===== config.mk =====
export PLATFORM = sky130hd
export DESIGN_NAME = smg_scan_multi
export DESIGN_NICKNAME = d
export VERILOG_FILES = /design/src/rtl/smg_pkg.sv /design/src/rtl/smg_hex_decode.sv /design/src/rtl/smg_scan_multi.sv
export SDC_FILE = /design/constraint.sdc
export NUM_CORES = 1
export LEC_CHECK = 0
export CAP_MARGIN = 25
export CORE_UTILIZATION = 30
export CTS_BUF_LIST = sky130_fd_sc_hd__clkbuf_2 sky130_fd_sc_hd__clkbuf_4 sky130_fd_sc_hd__clkbuf_8
export DETAILED_ROUTE_END_ITERATION = 8
export PLACE_DENSITY = 0.45
export SLEW_MARGIN = 20
export SYNTH_ARGS = -nofsm -noshare
export SYNTH_HDL_FRONTEND = slang
export SYNTH_SLANG_ARGS = --single-unit

===== constraint.sdc =====
create_clock -name clk_i -period 2.15 [get_ports clk_i]
set_clock_uncertainty 0.05 [all_clocks]
set_input_delay 0.215 -clock clk_i [delete_from_list [all_inputs] [get_ports clk_i]]
set_output_delay 0.215 -clock clk_i [all_outputs]
set_load 0.01 [all_outputs]

===== src/rtl/smg_pkg.sv =====
// Shared constants for the multiplexed seven-segment scan controller:
// hex segment table, segment bit positions and the all-off pattern.
package smg_pkg;

  // Segment bit positions within the 8-bit {dp,g,f,e,d,c,b,a} bus
  localparam int unsigned SEG_A  = 0;
  localparam int unsigned SEG_B  = 1;
  localparam int unsigned SEG_C  = 2;
  localparam int unsigned SEG_D  = 3;
  localparam int unsigned SEG_E  = 4;
  localparam int unsigned SEG_F  = 5;
  localparam int unsigned SEG_G  = 6;
  localparam int unsigned SEG_DP = 7;

  // All segments dark, active-high form (polarity is applied at the output register)
  localparam logic [7:0] SEG_OFF = 8'h00;

  // Active-high {g,f,e,d,c,b,a} patterns, indexed by nibble value (entry 15 listed first)
  localparam logic [15:0][6:0] SEG_TABLE = {
    7'h71, 7'h79, 7'h5E, 7'h39, 7'h7C, 7'h77, 7'h6F, 7'h7F,
    7'h07, 7'h7D, 7'h6D, 7'h66, 7'h4F, 7'h5B, 7'h06, 7'h3F
  };

endpackage


===== src/rtl/smg_hex_decode.sv =====
// Combinational nibble to active-high seven-segment pattern.
module smg_hex_decode
  import smg_pkg::*;
(
  input  logic [3:0] nibble_i,
  output logic [6:0] seg_o
);

  assign seg_o = SEG_TABLE[nibble_i];

endmodule


===== src/rtl/smg_scan_multi.sv =====
// Multiplexed seven-segment scan controller for NUM_DIGITS hex digits.
// A prescaler sets the per-digit dwell; the first BLANK_CYCLES of each dwell
// keep every digit dark to suppress ghosting. New values are staged on load and
// moved into the displayed shadow copy only at a frame boundary (tear-free).
// Optional: define SMG_LEAD_ZERO_BLANK_EN to darken leading zero digits.
module smg_scan_multi
  import smg_pkg::*;
#(
  parameter int unsigned NUM_DIGITS   = 4,
  parameter int unsigned CLK_HZ       = 50_000_000,
  parameter int unsigned SCAN_HZ      = 1000,
  parameter int unsigned BLANK_CYCLES = 4,
  parameter bit          SEG_ACT_LOW  = 1'b1,
  parameter bit          DIG_ACT_LOW  = 1'b1
) (
  input  logic                    clk_i,
  input  logic                    rst_ni,
  input  logic [4*NUM_DIGITS-1:0] number_i,
  input  logic [NUM_DIGITS-1:0]   dp_mask_i,
  input  logic [NUM_DIGITS-1:0]   blank_mask_i,
  input  logic                    load_i,
  output logic                    pending_o,
  output logic                    frame_done_o,
  output logic [7:0]              seg_o,
  output logic [NUM_DIGITS-1:0]   dig_sel_o
);

  localparam int unsigned Div  = CLK_HZ / SCAN_HZ;
  localparam int unsigned PreW = (Div > 1) ? $clog2(Div) : 1;
  localparam int unsigned IdxW = (NUM_DIGITS > 1) ? $clog2(NUM_DIGITS) : 1;
  localparam int unsigned NumW = 4 * NUM_DIGITS;

  localparam logic [PreW-1:0] PreLast  = PreW'(Div - 1);
  localparam logic [PreW-1:0] PreBlank = PreW'(BLANK_CYCLES);
  localparam logic [IdxW-1:0] IdxLast  = IdxW'(NUM_DIGITS - 1);

  // Idle output levels with polarity applied
  localparam logic [7:0]            SegIdle = SEG_ACT_LOW ? ~SEG_OFF : SEG_OFF;
  localparam logic [NUM_DIGITS-1:0] DigIdle = DIG_ACT_LOW ? '1 : '0;

  logic [PreW-1:0]       presc_q, presc_d;
  logic [IdxW-1:0]       idx_q, idx_d;
  logic [NumW-1:0]       staged_num_q, staged_num_d;
  logic [NUM_DIGITS-1:0] staged_dp_q, staged_dp_d;
  logic [NUM_DIGITS-1:0] staged_blank_q, staged_blank_d;
  logic [NumW-1:0]       shadow_num_q, shadow_num_d;
  logic [NUM_DIGITS-1:0] shadow_dp_q, shadow_dp_d;
  logic [NUM_DIGITS-1:0] shadow_blank_q, shadow_blank_d;
  logic                  pending_q, pending_d;
  logic                  frame_done_q, frame_done_d;
  logic [7:0]            seg_q, seg_d;
  logic [NUM_DIGITS-1:0] dig_sel_q, dig_sel_d;

  logic                  tick;
  logic                  frame_bnd;
  logic [3:0]            digit_nib;
  logic [6:0]            digit_pat;
  logic                  lead_dark;
  logic [7:0]            seg_act;
  logic [NUM_DIGITS-1:0] dig_act;

  assign tick      = (presc_q == PreLast);
  assign frame_bnd = tick && (idx_q == IdxLast);

  // Prescaler and digit index advance
  always_comb begin
    presc_d = tick ? '0 : presc_q + 1'b1;
    idx_d   = idx_q;
    if (tick) begin
      idx_d = (idx_q == IdxLast) ? '0 : idx_q + 1'b1;
    end
  end

  // Staged/shadow handoff; a load landing on the boundary bypasses staging
  always_comb begin
    staged_num_d   = staged_num_q;
    staged_dp_d    = staged_dp_q;
    staged_blank_d = staged_blank_q;
    shadow_num_d   = shadow_num_q;
    shadow_dp_d    = shadow_dp_q;
    shadow_blank_d = shadow_blank_q;
    pending_d      = pending_q;
    frame_done_d   = frame_bnd;
    if (load_i) begin
      if (frame_bnd) begin
        shadow_num_d   = number_i;
        shadow_dp_d    = dp_mask_i;
        shadow_blank_d = blank_mask_i;
        pending_d      = 1'b0;
      end else begin
        staged_num_d   = number_i;
        staged_dp_d    = dp_mask_i;
        staged_blank_d = blank_mask_i;
        pending_d      = 1'b1;
      end
    end else if (frame_bnd && pending_q) begin
      shadow_num_d   = staged_num_q;
      shadow_dp_d    = staged_dp_q;
      shadow_blank_d = staged_blank_q;
      pending_d      = 1'b0;
    end
  end

  assign digit_nib = shadow_num_q[{idx_q, 2'b00} +: 4];

  smg_hex_decode u_hex_decode (
    .nibble_i (digit_nib),
    .seg_o    (digit_pat)
  );

`ifdef SMG_LEAD_ZERO_BLANK_EN
  logic [IdxW-1:0] msd_idx;

  // Highest non-zero digit; stays 0 for a zero value so digit 0 always shows
  always_comb begin
    msd_idx = '0;
    for (int unsigned i = 0; i < NUM_DIGITS; i++) begin
      if (shadow_num_q[4*i +: 4] != 4'h0) begin
        msd_idx = IdxW'(i);
      end
    end
  end

  assign lead_dark = (idx_q > msd_idx);
`else
  assign lead_dark = 1'b0;
`endif

  // Active-high output pattern for the current dwell position
  always_comb begin
    seg_act = SEG_OFF;
    dig_act = '0;
    if (presc_q >= PreBlank) begin
      dig_act[idx_q] = 1'b1;
      if (!shadow_blank_q[idx_q]) begin
        seg_act[SEG_DP] = shadow_dp_q[idx_q];
        if (!lead_dark) begin
          seg_act[SEG_G:SEG_A] = digit_pat;
        end
      end
    end
    seg_d     = SEG_ACT_LOW ? ~seg_act : seg_act;
    dig_sel_d = DIG_ACT_LOW ? ~dig_act : dig_act;
  end

  // State and registered outputs
  always_ff @(posedge clk_i or negedge rst_ni) begin
    if (!rst_ni) begin
      presc_q        <= '0;
      idx_q          <= '0;
      staged_num_q   <= '0;
      staged_dp_q    <= '0;
      staged_blank_q <= '0;
      shadow_num_q   <= '0;
      shadow_dp_q    <= '0;
      shadow_blank_q <= '0;
      pending_q      <= 1'b0;
      frame_done_q   <= 1'b0;
      seg_q          <= SegIdle;
      dig_sel_q      <= DigIdle;
    end else begin
      presc_q        <= presc_d;
      idx_q          <= idx_d;
      staged_num_q   <= staged_num_d;
      staged_dp_q    <= staged_dp_d;
      staged_blank_q <= staged_blank_d;
      shadow_num_q   <= shadow_num_d;
      shadow_dp_q    <= shadow_dp_d;
      shadow_blank_q <= shadow_blank_d;
      pending_q      <= pending_d;
      frame_done_q   <= frame_done_d;
      seg_q          <= seg_d;
      dig_sel_q      <= dig_sel_d;
    end
  end

  assign pending_o    = pending_q;
  assign frame_done_o = frame_done_q;
  assign seg_o        = seg_q;
  assign dig_sel_o    = dig_sel_q;

endmodule


Word-level counts from Yosys, hierarchy flattened
Memory sizes are Yosys's and may differ from the RTL's.
Cells that the tools add are included.
Widths: inputs -> output; s select.
{"block": "totals", "regBits": 80, "romBits": 112, "mem_count": 1, "in_bits": 27, "output_inout_bits": 14}
{"memory": "(name not given)", "words": 16, "word_bits": 7, "read_ports": 1, "rd_ports_with_merged_regs": 0, "write_ports": 0, "line": "smg_hex_decode.sv:9", "text": "assign seg_o = SEG_TABLE[nibble_i];"}
{"block": "op_classes", "bitwise_logic": 3, "n_mux": 24, "reduce_logical": 6, "n_lt_le_gt_ge": 4, "eq_ne": 3, "n_addsub": 2, "shifts": 1}
{"operator": "$mux 16", "count": 4}
{"operator": "$mux 4", "count": 7}
{"operator": "$add 16x1->16 const B", "count": 1}
{"operator": "$eq 16x16->1 const B", "count": 1}
{"operator": "$ge 16x3->1 const B", "count": 1}
{"operator": "$mux 8", "count": 2}
{"operator": "$shiftx 16x5->4", "count": 1}
{"operator": "$not 8->8", "count": 1}
{"operator": "$mux 7", "count": 1}
{"operator": "$mux 1", "count": 6}
{"operator": "$lt 4x5->1 const B", "count": 1}
{"operator": "$bmux 1 s2", "count": 2}
{"operator": "$not 4->4", "count": 1}
{"operator": "$reduce_and 2->1", "count": 2}
{"operator": "$logic_and 1x1->1", "count": 3}
{"operator": "$lt 2x3->1 const B", "count": 1}
{"operator": "$add 2x1->2 const B", "count": 1}
{"operator": "$demux 1 s2", "count": 1}
{"operator": "$eq 2x2->1 const B", "count": 1}
{"operator": "$ge 2x1->1 const B", "count": 1}
{"operator": "$mux 2", "count": 1}
{"operator": "$ne 2x1->1 const B", "count": 1}
{"operator": "$reduce_bool 2->1", "count": 1}
{"operator": "$not 1->1", "count": 1}

Logic depth before layout (Yosys ltp)
{"block": "logic_depth", "word_depth": 6, "mapped_depth": 9, "depth_no_buf": 7}

Modules after synthesis
From an unflattened synthesis, not the netlist that was laid out.
{"block": "unflattened", "cells_unflattened": 289, "hier_area_um2": 3897.5}
{"module": "smg_scan_multi", "seq_area_each_um2": 2016.9, "n_inst": 1, "area_each_um2": 3609.7, "cells_each": 256}
{"module": "smg_hex_decode", "seq_area_each_um2": 0.0, "n_inst": 1, "area_each_um2": 287.8, "cells_each": 33}

Least setup slack after synthesis
Ideal clock, no wire load.
{"block": "synth_timing", "path_kind": "reg-to-reg", "from": "register presc_q[11]", "to": "register staged_blank_q[1]", "arrival_time_ns": 2.082, "setup_ns": 0.125, "path_stages_with_launch": 9, "slack_ns": -0.107, "path_buffers": 3, "path_cell_list": "dfrtp_1 > or4_4 > nor4_4 > and4_1 > buf_4 > nor2b_1 > buf_6 > buf_6 > mux2_4"}
{"block": "synth_via", "elab_chain_cells": 4}
{"item": "start, declared", "line": "smg_scan_multi.sv:41", "text": "logic [PreW-1:0] presc_q, presc_d;"}
{"item": "start signal, assigned", "line": "smg_scan_multi.sv:162", "text": "presc_q <= presc_d;"}
{"item": "$eq 16x16->1", "line": "smg_scan_multi.sv:62", "text": "assign tick = (presc_q == PreLast);"}
{"item": "$logic_and 1x1->1", "line": "smg_scan_multi.sv:63", "text": "assign frame_bnd = tick && (idx_q == IdxLast);"}
{"item": "$not 1->1 (no line)"}
{"item": "$reduce_and 2->1 (no line)"}
{"item": "end signal, assigned", "line": "smg_scan_multi.sv:166", "text": "staged_blank_q <= staged_blank_d;"}
{"item": "end, declared", "line": "smg_scan_multi.sv:45", "text": "logic [NUM_DIGITS-1:0] staged_blank_q, staged_blank_d;"}
No other way between the ends.
A chain may end at the register's enable or synchronous reset.

Worst setup path after layout
Same ends and word-level chain as after synthesis.

==> results by group <==
Outcome
  • Outcome: complete, no violations

Setup path
  • CP Max Fanout: 7
  • Required @ worst endpoint: 2.36 ns
  • Crit path capture type: register
  • Startpoint type of the worst setup path: register
  • Worst Setup Path Type: register to register
  • Worst EP arrival: about 2.3 ns

Synth
  • Synth top area cells: dfrtp_1 42%, dfstp_2 7.9%, mux2_4 7.5%
  • Seq cells post-synth: 80
  • Net Count, Synth: 386
  • Post-synthesis sequential area ratio: about half
  • Async SR Flop Fraction: between 90% and 100%
  • Yosys warns: 0
  • Synth Flop Type: dfrtp_1
  • Syn_area_per_cell: around 12 um^2
  • Synth cell count leaders: 68 x dfrtp_1, 36 x nand2_1, 34 x nand3_1
  • Unique masters post-synth: 40
  • Most common cell in the netlist: dfrtp_1
  • Synthesized area: around 0.004 mm^2
  • Share of the synthesized area in the top cell type: a little over two fifths
  • Area leader, netlist: dfrtp_1
  • Cells after synthesis: approximately 350
  • EDFF count, synth: 0

Cells and area
  • NumNets Final: ~450
  • Post-route cell area: slightly above 0.005 mm^2
  • Share of cells above drive strength 1: about a quarter
  • Ant diodes: 0
  • Area delta synth->final: 28.6%

Die
  • Site row count: 41
  • Die Ht: 118 um
  • Initial core utilization: ~31%
  • Die W: 118 um
  • Core area: between 0.01 and 0.015 mm^2
  • # IOs: between 40 and 50
  • Die area: around 0.014 mm^2

Drt
  • Router iterations before antenna repair: 4
  • ANT nets after route: 0
  • DR WL/cell: roughly 17 um
  • DR iter-0 viols: around 190
  • Detailed-route DRC error count: 0
  • DR vias: just under 3000
  • DRT Wirelength: 9880 um
  • Vias per inst: around 5.0

Global routing
  • Initial antenna violation count: 0
  • Vias in the first global route: slightly above 3000
  • Largest net degree at the start of global routing: 42
  • Total gr overflow: 0
  • First-pass GRT wire length: around 17000 um
  • GRT Overall Usage: between 15 and 20%

STA
  • RSZ-0062 raised after global routing: yes
  • Fin. Hold Viols: 0
  • Slew headroom: approximately 63%
  • Fin crit period: ~2.1 ns
  • Final setup fails: 0
  • Fmax: 471 MHz
  • Fin crit share: between 90% and 100%
  • Setup ws final: 0.0246 ns
  • Fin. max-slew vios: 0
  • Setup_tns: 0 ns
  • Tightest Pin Transition: between 0.5 and 0.6 ns

Worst hold path
  • Hold WC Path Type: input port to async pin

Place
  • Port Buffers: 40
  • Placer congestion estimate: 0.751
  • Pre-CTS setup slack: -0.0191 ns
  • Post-DP HPWL: between 6000 and 7000 um
  • Area post-placement: between 0.004 and 0.005 mm^2

Pwr
  • P per Cell Area: 575 mW/mm^2
  • Static Leak: around 2.3 nW
  • Pwr Total: roughly 3 mW
  • Max VDD drop: 0.216 mV

Clocking
  • Root buffer cell: clkbuf_8
  • Number of clock sinks: 80
  • Reg clk slew, reported paths: ~0.090 ns
  • CTS Buf Count: 9
  • H-tree Lvls: 3
  • Max clock buf depth: 2
  • CTS tree: done
  • Clk_lat worst skew: about 0.37 ns

Flow run
  • Max cap viols: 0
cells by family (layout without fill, tap and decap cells):
| kind of cell | count (synthesis) | in the layout | synth area share (%) |
|---|---|---|---|
| multiplexers | 37 | 37 | 13.2 |
| AO/OA/AOI/OAI | 55 | 55 | 11.2 |
| AND/OR/NAND/NOR | 119 | 119 | 14.9 |
| XOR/XNOR | 13 | 13 | 2.84 |
| flip-flops | 80 | 80 | 50.4 |
| adder cells (fa/ha/maj) | 12 | 12 | 3.75 |
| buffers and inverters | 31 | 102 | 3.72 |
critical path: stages, from the launching register on:
cell       delay (ns)
dfrtp_1          0.39
or4_4            0.55
nor4_4           0.18
and4_4           0.31
nor2b_4          0.07
clkbuf_16        0.17
mux2_4           0.29
what timing repair did:
item	CTS	global route
pin swaps	0	5
endpoints found under the hold margin	28	0
cloned	0	3
hold buffers	1	0
setup buffers	0	4
gates resized for setup	3	5
endpoints found under the setup margin	18	26
final timing paths:
path                                       from           endpoint  slack (ns)  depth (start not counted)
worst min-delay path                     rst_ni         presc_q[0]        0.31                          2
worst max register to register      presc_q[11]  staged_blank_q[1]        0.02                          6
worst max-delay path                presc_q[11]  staged_blank_q[1]        0.02                          6
max in group asynchronous                rst_ni    shadow_num_q[8]        1.10                          3
worst min register to register  shadow_num_q[6]    shadow_num_q[6]        0.46                          2
min in group clk_i                 number_i[11]   shadow_num_q[11]        0.41                          3
metal layers:
layer / global-route usage [%] / vias up / wire [um]
met1: 22.6 / 1450 / 5040
li1: - / 1408 / -
met3: 2.81 / 9 / 373
met5: 0 / - / 0
met4: 6.09 / 0 / 129
met2: 21.9 / 75 / 4340
layout make-up:
cell class | count | area [um^2]
timing repair buffer | 79 | 836
multi-input combinational | 236 | 1850
clock inverter | 6 | 68.8
fill | 1253 | 7670
inverter | 7 | 26.3
sequential | 80 | 2020
tap | 172 | 215
clock buffer | 10 | 138
through the flow:
step	hold WS [ns]	instances	util (%)
after floorplan	-0.131	347	-
after global placement	0.197	566	37.5
after detailed placement	0.200	566	37.5
after CTS	0.341	583	39.2
after global routing	0.378	590	40.2
final	0.311	590	40.2
power by group:
part / internal, mW / switching (mW) / total (mW)
registers: 1.55 / 0.0267 / 1.58
logic: 0.129 / 0.0905 / 0.219
clock network: 0.572 / 0.593 / 1.16
registers in the layout, indices dropped and copies added (netlist names):
register        cells
dig_sel_o           4
frame_done_o        1
idx_q               2
pending_o           1
presc_q            16
seg_o               8
shadow_blank_q      4
shadow_dp_q         4
shadow_num_q       16
staged_blank_q      4
staged_dp_q         4
staged_num_q       16
cells in the final DEF (no fill, tap or decap), types with 3 or more instances in the layout:
master,count
a211o_1,10
a21oi_1,4
a32o_1,10
a32oi_1,14
and3_1,12
buf_12,6
buf_4,27
clkbuf_16,3
clkbuf_8,10
clkdlybuf4s50_1,39
clkinv_4,3
dfrtp_1,67
dfstp_2,12
ha_1,12
inv_1,7
mux2_2,7
mux2_4,20
mux2i_1,6
mux4_2,4
nand2_1,36
nand3_1,34
nand4_1,3
nor2_1,13
nor3_1,5
o211ai_1,3
o21ai_0,6
o221ai_1,4
xnor2_1,6
xor2_1,7
(Power assumes the default switching activity.)
